===== src/rtl/uart_pkg.sv =====
// Shared UART definitions: parity modes, FSM encoding and counter width helper.
// Used by the transmitter now and by the receiver later.
package uart_pkg;

  localparam int PAR_NONE = 0;
  localparam int PAR_EVEN = 1;
  localparam int PAR_ODD  = 2;

  typedef enum logic [2:0] {
    S_IDLE   = 3'd0,
    S_START  = 3'd1,
    S_DATA   = 3'd2,
    S_PARITY = 3'd3,
    S_STOP   = 3'd4
  } state_e;

  // Bits needed to hold a counter running 0..n-1 (never less than one).
  function automatic int cnt_w(input int n);
    return (n <= 2) ? 1 : $clog2(n);
  endfunction

endpackage


===== src/rtl/uart_tx_param_if.sv =====
// Handshake and serial-line bundle between an upstream producer and the UART transmitter.
interface uart_tx_param_if #(
  parameter int DATA_W = 8
);
  logic              start;
  logic [DATA_W-1:0] din;
  logic              ready;
  logic              busy;
  logic              dout;
  logic              done;

  modport master (output start, output din, input ready, input busy, input dout, input done);
  modport slave  (input start, input din, output ready, output busy, output dout, output done);
endinterface


===== src/rtl/uart_baud_tick.sv =====
// Clocks-per-bit divider: counts 0..CLKS_PER_BIT-1 and flags the last cycle of each bit.
module uart_baud_tick
  import uart_pkg::*;
#(
  parameter int CLKS_PER_BIT = 16
) (
  input  logic clk,
  input  logic n_rst,
  input  logic clear_i,
  output logic bit_end_o
);

  localparam int CNT_W = cnt_w(CLKS_PER_BIT);
  localparam logic [CNT_W-1:0] LAST = CNT_W'(CLKS_PER_BIT - 1);

  if (CLKS_PER_BIT < 2) begin : g_bad_param
    $fatal(1, "uart_baud_tick: CLKS_PER_BIT must be at least 2");
  end

  logic [CNT_W-1:0] cnt_q, cnt_d;

  always_comb begin
    cnt_d = cnt_q + 1'b1;
    if (clear_i || (cnt_q == LAST)) cnt_d = '0;
  end

  always_ff @(posedge clk) begin
    if (!n_rst) cnt_q <= '0;
    else        cnt_q <= cnt_d;
  end

  assign bit_end_o = (cnt_q == LAST);

endmodule


===== src/rtl/uart_tx_param.sv =====
// Parametrised UART transmitter: start bit, DATA_W data bits LSB first,
// optional even/odd parity and one or two stop bits, with start/ready handshake.
module uart_tx_param
  import uart_pkg::*;
#(
  parameter int DATA_W       = 8,
  parameter int CLKS_PER_BIT = 16,
  parameter int PARITY       = 0,
  parameter int STOP_BITS    = 1
) (
  input  logic           clk,
  input  logic           n_rst,
  uart_tx_param_if.slave tx
);

  localparam int IDX_W = cnt_w(DATA_W);
  localparam int STP_W = cnt_w(STOP_BITS);
  localparam logic [IDX_W-1:0] LAST_IDX = IDX_W'(DATA_W - 1);
  localparam logic [STP_W-1:0] LAST_STP = STP_W'(STOP_BITS - 1);

  if (DATA_W < 5 || DATA_W > 9 || CLKS_PER_BIT < 2 ||
      PARITY < 0 || PARITY > 2 || (STOP_BITS != 1 && STOP_BITS != 2)) begin : g_bad_param
    $fatal(1, "uart_tx_param: illegal parameter set");
  end

  state_e            state_q, state_d;
  logic [DATA_W-1:0] shift_q, shift_d;
  logic [IDX_W-1:0]  idx_q, idx_d;
  logic [STP_W-1:0]  stp_q, stp_d;
  logic              par_q, par_d;
  logic              dout_q, dout_d;
  logic              done_q, done_d;
  logic              bit_end;
  logic              accept;

  assign accept = (state_q == S_IDLE) && tx.start;

  // Held in clear while idle so every frame starts on a fresh bit period.
  uart_baud_tick #(.CLKS_PER_BIT(CLKS_PER_BIT)) u_baud (
    .clk       (clk),
    .n_rst     (n_rst),
    .clear_i   (state_q == S_IDLE),
    .bit_end_o (bit_end)
  );

  always_ff @(posedge clk) begin
    if (!n_rst) state_q <= S_IDLE;
    else        state_q <= state_d;
  end

  always_comb begin
    state_d = state_q;
    case (state_q)
      S_IDLE:   if (tx.start) state_d = S_START;
      S_START:  if (bit_end) state_d = S_DATA;
      S_DATA:   if (bit_end && (idx_q == LAST_IDX))
                  state_d = (PARITY != PAR_NONE) ? S_PARITY : S_STOP;
      S_PARITY: if (bit_end) state_d = S_STOP;
      S_STOP:   if (bit_end && (stp_q == LAST_STP)) state_d = S_IDLE;
      default:  state_d = S_IDLE;
    endcase
  end

  always_comb begin
    shift_d = shift_q;
    idx_d   = idx_q;
    stp_d   = stp_q;
    par_d   = par_q;
    if (accept) begin
      shift_d = tx.din;
      idx_d   = '0;
      stp_d   = '0;
      par_d   = (^tx.din) ^ (PARITY == PAR_ODD);
    end else if (bit_end) begin
      if (state_q == S_DATA) begin
        shift_d = shift_q >> 1;
        idx_d   = idx_q + 1'b1;
      end
      if (state_q == S_STOP) stp_d = stp_q + 1'b1;
    end
  end

  // Line level is decided from the next state so dout itself can be a flop.
  always_comb begin
    dout_d = 1'b1;
    case (state_d)
      S_START:  dout_d = 1'b0;
      S_DATA:   dout_d = shift_d[0];
      S_PARITY: dout_d = par_d;
      default:  dout_d = 1'b1;
    endcase
    done_d = (state_q == S_STOP) && (state_d == S_IDLE);
  end

  always_ff @(posedge clk) begin
    if (!n_rst) begin
      idx_q  <= '0;
      stp_q  <= '0;
      dout_q <= 1'b1;
      done_q <= 1'b0;
    end else begin
      idx_q  <= idx_d;
      stp_q  <= stp_d;
      dout_q <= dout_d;
      done_q <= done_d;
    end
  end

  always_ff @(posedge clk) begin
    shift_q <= shift_d;
    par_q   <= par_d;
  end

  assign tx.ready = (state_q == S_IDLE);
  assign tx.busy  = (state_q != S_IDLE);
  assign tx.dout  = dout_q;
  assign tx.done  = done_q;

endmodule


===== src/flat_wrapper.sv =====
// flat-port wrapper written by rule: the top's interface ports become plain ports
module uart_tx_param_flat import uart_pkg::*;
#(
  parameter int DATA_W       = 8,
  parameter int CLKS_PER_BIT = 16,
  parameter int PARITY       = 0,
  parameter int STOP_BITS    = 1
)
  (clk, n_rst, tx_start, tx_din, tx_ready, tx_busy, tx_dout, tx_done);
  uart_tx_param_if #(.DATA_W(DATA_W)) tx_i ();
  input  logic clk;
  input  logic n_rst;
  input wire logic [$bits(tx_i.start)-1:0] tx_start;
  input wire logic [$bits(tx_i.din)-1:0] tx_din;
  output wire logic [$bits(tx_i.ready)-1:0] tx_ready;
  output wire logic [$bits(tx_i.busy)-1:0] tx_busy;
  output wire logic [$bits(tx_i.dout)-1:0] tx_dout;
  output wire logic [$bits(tx_i.done)-1:0] tx_done;
  assign tx_i.start = tx_start;
  assign tx_i.din = tx_din;
  assign tx_ready = tx_i.ready;
  assign tx_busy = tx_i.busy;
  assign tx_dout = tx_i.dout;
  assign tx_done = tx_i.done;
  uart_tx_param #(.DATA_W(DATA_W), .CLKS_PER_BIT(CLKS_PER_BIT), .PARITY(PARITY), .STOP_BITS(STOP_BITS)) u_core (.clk(clk), .n_rst(n_rst), .tx(tx_i));
endmodule

===== config.mk =====
export PLATFORM = sky130hd
export DESIGN_NAME = uart_tx_param_flat
export DESIGN_NICKNAME = d
export VERILOG_FILES = /design/src/rtl/uart_pkg.sv /design/src/rtl/uart_tx_param_if.sv /design/src/rtl/uart_baud_tick.sv /design/src/rtl/uart_tx_param.sv /design/src/flat_wrapper.sv
export SDC_FILE = /design/constraint.sdc
export NUM_CORES = 1
export LEC_CHECK = 0
export BUFFER_PORTS_ARGS = -buffer_cell sky130_fd_sc_hd__buf_4
export CAP_MARGIN = 20
export CORE_ASPECT_RATIO = 1.4
export CORE_MARGIN = 8
export CORE_UTILIZATION = 40
export CTS_CLUSTER_SIZE = 8
export DETAILED_ROUTE_END_ITERATION = 7
export SETUP_SLACK_MARGIN = 0.05
export SLEW_MARGIN = 20
export SYNTH_ARGS = -nofsm -noshare
export SYNTH_HDL_FRONTEND = slang
export SYNTH_SLANG_ARGS = --single-unit

===== constraint.sdc =====
create_clock -name clk -period 2.04 [get_ports clk]
set_input_delay 0.102 -clock clk [delete_from_list [all_inputs] [get_ports clk]]
set_output_delay 0.102 -clock clk [all_outputs]
set_load 0.1 [all_outputs]

; Word level (Yosys, flattened, before mapping)
; Index checks and enable logic that the tools add are counted.
[totals]
register_bits = 22
elab_cells = 50
out_inout_bits = 4
in_bits = 11
[op_classes]
n_reduce_logical = 16
add_sub_neg = 3
muxes = 11
bitwise = 2
eq_ne = 9
[ops]
columns = operator, n
row1 = two-way mux 8 bit, 3
row2 = two-way mux 3 bit, 5
row3 = case mux 3 bit (5 select lines), 1
row4 = "equality test 3 x 2 -> 1 bit, second input constant", 4
row5 = XOR reduction 8 bit, 1
row6 = "equality test 3 x 1 -> 1 bit, second input constant", 2
row7 = "equality test 3 bit, second input constant", 2
row8 = zero test 3 bit, 2
row9 = AND reduction 2 bit, 3
row10 = "adder 4 x 1 -> 4 bit, second input constant", 1
row11 = "equality test 4 bit, second input constant", 1
row12 = logical AND 1 bit, 4
row13 = nonzero test 2 bit, 2
row14 = OR reduction 2 bit, 2
row15 = "adder 3 x 1 -> 3 bit, second input constant", 1
row16 = case mux 1 bit (3 select lines), 1
row17 = nonzero test 3 bit, 1
row18 = inverter 1 bit, 2
row19 = "adder 1 bit, second input constant", 1
row20 = logical OR 1 bit, 1
row21 = two-way mux 1 bit, 1

; Logic depth before layout (Yosys ltp)
[depth]
ltp_word = 6
ltp_mapped = 6
mapped_depth_nobuf = 6

; Modules after synthesis
; A second synthesis with hierarchy kept.
[hier_totals]
hier_cells = 91
hier_area_um2 = 1059.8
[by_module_without_submodules]
columns = module, area_per_inst_um2, instances, seq_area_each_um2, cells_per_inst
row1 = uart_tx_param, 897.1, 1, 430.4, 76
row2 = uart_baud_tick, 162.7, 1, 80.1, 15

; Least setup slack after synthesis
; Ideal clock, no wire load.
[synth_path]
path_kind = flip-flop to output port
from = reg u_core.state_q[2]
to = out tx_ready
path_buffers = 1
stages_incl_launch_ff = 4
t_arrival_ns = 2.088
setup_slack_ns = -0.150
cell_sequence = dfxtp_1 clkbuf_1 or3_1 inv_1
[synth_via]
elab_chain_len = 1
[synth_lines]
columns = item, line
row1 = from (decl), uart_tx_param.sv:26  ; state_e state_q, state_d;
row2 = from (signal assigned), uart_tx_param.sv:48  ; else state_q <= state_d;
row3 = zero test 3 bit, uart_tx_param.sv:114  ; assign tx.ready = (state_q == S_IDLE);
row4 = to (decl), flat_wrapper.sv:15  ; output wire logic [$bits(tx_i.ready)-1:0] tx_ready;
; Every way passes these cells.

; Final worst setup path
[layout_path]
from = reg u_core.u_baud.cnt_q[0]
to = reg u_core.dout_q, in the netlist u_core.tx.dout
[layout_via]
word_cells_on_any_way = 14
classes_between = eq/ne (4) / mux (8) / reduce/logical (2)
[layout_lines]
columns = item, line
row1 = from (decl), uart_baud_tick.sv:20  ; logic [CNT_W-1:0] cnt_q, cnt_d;
row2 = from (signal assigned), uart_baud_tick.sv:29  ; else cnt_q <= cnt_d;
row3 = equality test 4 bit, uart_baud_tick.sv:32  ; assign bit_end_o = (cnt_q == LAST);
row4 = two-way mux 8 bit, uart_tx_param.sv:74  ; end else if (bit_end) begin
row5 = two-way mux 8 bit, uart_tx_param.sv:69  ; if (accept) begin
row6 = net u_core.shift_d[0], uart_tx_param.sv:27  ; logic [DATA_W-1:0] shift_q, shift_d;
row7 = case mux 1 bit (3 select lines), uart_tx_param.sv:86  ; case (state_d)
row8 = to (signal assigned), uart_tx_param.sv:104  ; dout_q <= dout_d;
row9 = to (decl), uart_tx_param.sv:31  ; logic dout_q, dout_d;
; The timed path passes the listed nets, and every way through them passes these cells. The select of a mux whose other input is x is not followed.
; A chain may end at the register's enable or synchronous reset.

==> results.txt <==
----------------------------------------------------
[Outcome]
  Run status ... finished, final reports clean

[Drt]
  Total DRC errors in the routed layout ... 0
  Remaining antenna violation count ... 0
  Detail-routed via count per cell ... about 5.0
  DRT Pass-1 Iters ... 4
  Per-cell routed wire length ... roughly 13 um
  Total Wirelength ... between 1500 and 2000 um
  First-iteration detailed-routing DRC count ... 23
  Total vias in the final route ... ~760

[Clock network]
  CTS Root Buffer Type ... sky130_fd_sc_hd__clkbuf_4
  Buffers inserted by post-CTS timing repair ... 0
  TritonCTS clock tree ... built
  Clock edge transition at the registers on the reported setup and hold paths ... 0.13 ns
  Clock sinks ... 22
  CTS H-tree depth ... 1
  Cts bufs inserted ... 3
  CTS max path bufs ... 2
  Clock insertion delay at the later pin of the skew report ... approximately 0.30 ns
  CTS-repair resized insts ... 0
  Post-cts hold buffer count ... 0

[Floorplanning]
  Starting density of the core ... 0.408
  Site Rows ... 22
  Core region area ... 0.00256 mm2
  Ports ... 15
  Die outline height ... roughly 76 um
  Horizontal extent of the die ... ~60 um
  Die Area ... 0.00452 mm2

[Timing]
  Skew final ... between 0.015 and 0.02 ns
  Final setup fails ... 0
  Transition time at the pin with the least slew margin ... slightly above 0.4 ns
  RSZ-0062 raised after global routing ... no
  F_max ... 538 MHz
  Final count of hold timing violations ... 0
  Remaining max-slew budget at the tightest pin ... 0.723
  Post-layout minimum cycle time ... approximately 1.9 ns
  Share of the clock period used by the worst path after layout ... 0.911
  Max Transition Viols Final ... 0
  Setup TNS ... 0 ns

[Critical path]
  Worst path arrival time ... around 2.1 ns
  Critical Path Max Stage Delay ... between 0.3 and 0.4 ns
  Critical path peak fanout ... 9
  WS Path Type ... reg -> reg
  Critical Path Source Type ... register
  Reg2Reg Setup Slack ... around 0.18 ns
  Slowest cell on crit path ... sky130_fd_sc_hd__dfxtp_1
  Ordered list of cells on the worst path ... ha_1, nand3_4, or3_1, o221a_2, a2111o_1
  Critical Path RT ... 2.25 ns
  CP endpoint kind ... register

[Cells and area]
  Most frequent standard cell in the layout excluding fill and tap cells ... sky130_fd_sc_hd__buf_4
  Total inserted antenna cells ... 0
  Layout area overhead ... 18.5%
  Final #Nets ... ~130
  Commonest cells after routing, fill and taps aside ... 17 x sky130_fd_sc_hd__buf_4, 15 x sky130_fd_sc_hd__dfxtp_1, 10 x sky130_fd_sc_hd__nor2_1
  Fraction of final layout cells with drive strength greater than 1 ... 0.239

[Logic synthesis]
  FF+latch count, synth ... 22
  Post-synthesis sequential area ratio ... 0.489
  Mapped cell area ... 0.00104 mm2
  Post-Synthesis Net Count ... 113
  YS warnings ... 0
  Number of distinct library cells after synthesis ... 36
  Gate Count Post-Synth ... between 90 and 100
  Mean Syn Cell Area ... ~11 um2

[Min path]
  HP Class ... in -> reg

[Power and ir drop]
  Pwr dens ... 674 mW/mm2
  Maximum VDD drop ... roughly 0.44 mV
  Total power of the final layout ... 833 uW
  Leakage power figure ... around 0.48 nW

[Global route]
  Largest net degree at the start of global routing ... 13
  Vias in the first global route ... between 800 and 900
  Gr usage total ... 0.0965
  Global-route wire length before repair ... 3480 um
  Number of antenna violations at the first check in global routing ... 0
  Remaining global-route overflow ... 0

[Flow run]
  Count of maximum capacitance violations ... 0

[Placement]
  Total of buffers placed on input and output ports ... 14
  GP Congestion ... 0.808
  HPWL Detailed ... around 1400 um

----------------------------------------------------
final cells by class:
| class | instances | area [um2] |
|---|---|---|
| fill | 256 | 1320 |
| sequential | 22 | 510 |
| multi-input combinational | 70 | 508 |
| timing repair buffer | 17 | 128 |
| tap | 36 | 45.0 |
| clock buffer | 3 | 22.5 |
| inverter | 4 | 18.8 |
| clock inverter | 1 | 3.75 |
routing by layer:
layer,global-route usage,wire [um],vias up
li1,-,-,394
met1,0.123,932,355
met2,0.145,916,12
met3,0.0270,84,2
met4,0.0433,21,0
met5,0,0,-
final timing paths:
path / cells after the start / endpoint / startpoint
worst max-delay path: 5 / u_core.tx.dout / u_core.u_baud.cnt_q[0]
worst min-delay path: 2 / u_core.state_q[0] / n_rst
worst max register to register: 5 / u_core.tx.dout / u_core.u_baud.cnt_q[0]
worst min register to register: 1 / u_core.u_baud.cnt_q[0] / u_core.u_baud.cnt_q[0]
metrics by stage:
step                      cell area (um2)  hold WS, ns  worst slack, ns   util  std cells
after detailed placement             1210        0.383            0.172  0.473        149
after floorplan                      1050        0.300            0.115      -         99
after global placement               1210        0.388            0.227  0.473        149
after global routing                 1240       0.0646           0.0756  0.483        153
after CTS                            1240       0.0659            0.155  0.483        153
final                                1240       0.0709            0.182  0.483        153
critical path: cells and delay by family (launching register included):
family	cells	cell delay, ns
AOI/OAI and AO/OA	2	0.64
adders and majority gates	1	0.26
and+or+nand+nor	2	0.51
DFF	1	0.37
power by group:
part / switching [mW] / internal [mW]
combinational: 0.0855 / 0.0624
sequential: 0.0110 / 0.479
clock: 0.124 / 0.0712
state kept, by name, indices dropped and copies added, names as in the netlist:
name and count:
u_core.tx.dout 1, u_core.tx.done 1, u_core.shift_q 8, u_core.state_q 3, u_core.u_baud.cnt_q 4, u_core.stp_q 1, u_core.idx_q 3, u_core.par_q 1
cells in the mapped netlist (all sizes together):
library cell  number  area [um2]
nand3              3        27.5
and3               5        33.8
inv                4        15.0
o211ai             1        7.51
a2111o             1        11.3
xnor2              8        70.1
mux2i              3        30.0
o21ai              3        15.0
and2               1        6.26
o221a              1        11.3
or4b               1        10.0
a22o               6        52.6
o31ai              1        7.51
nor3b              1        7.51
xor2               2        17.5
a21o               1        7.51
nor4b              1        8.76
nor2              10        37.5
o21a               1        7.51
nor2b              1        6.26
nand2              3        11.3
dfxtp             15         300
a21oi              3        15.0
nand2b             2        12.5
clkbuf             3        11.3
nor3               2        15.0
a21boi             1        7.51
or2                1        6.26
edfxtp             7         210
nand3b             1        7.51
nor4               1        6.26
or3                2        12.5
ha                 3        37.5
cells by family after synthesis:
family	share of synthesized area
xor+xnor	0.0839
simple gates	0.200
compound gates	0.137
flops	0.489
mux	0.0288
fa+ha+maj	0.0360
buf+inv	0.0252
Note: power is estimated with default switching activity, not from simulation.
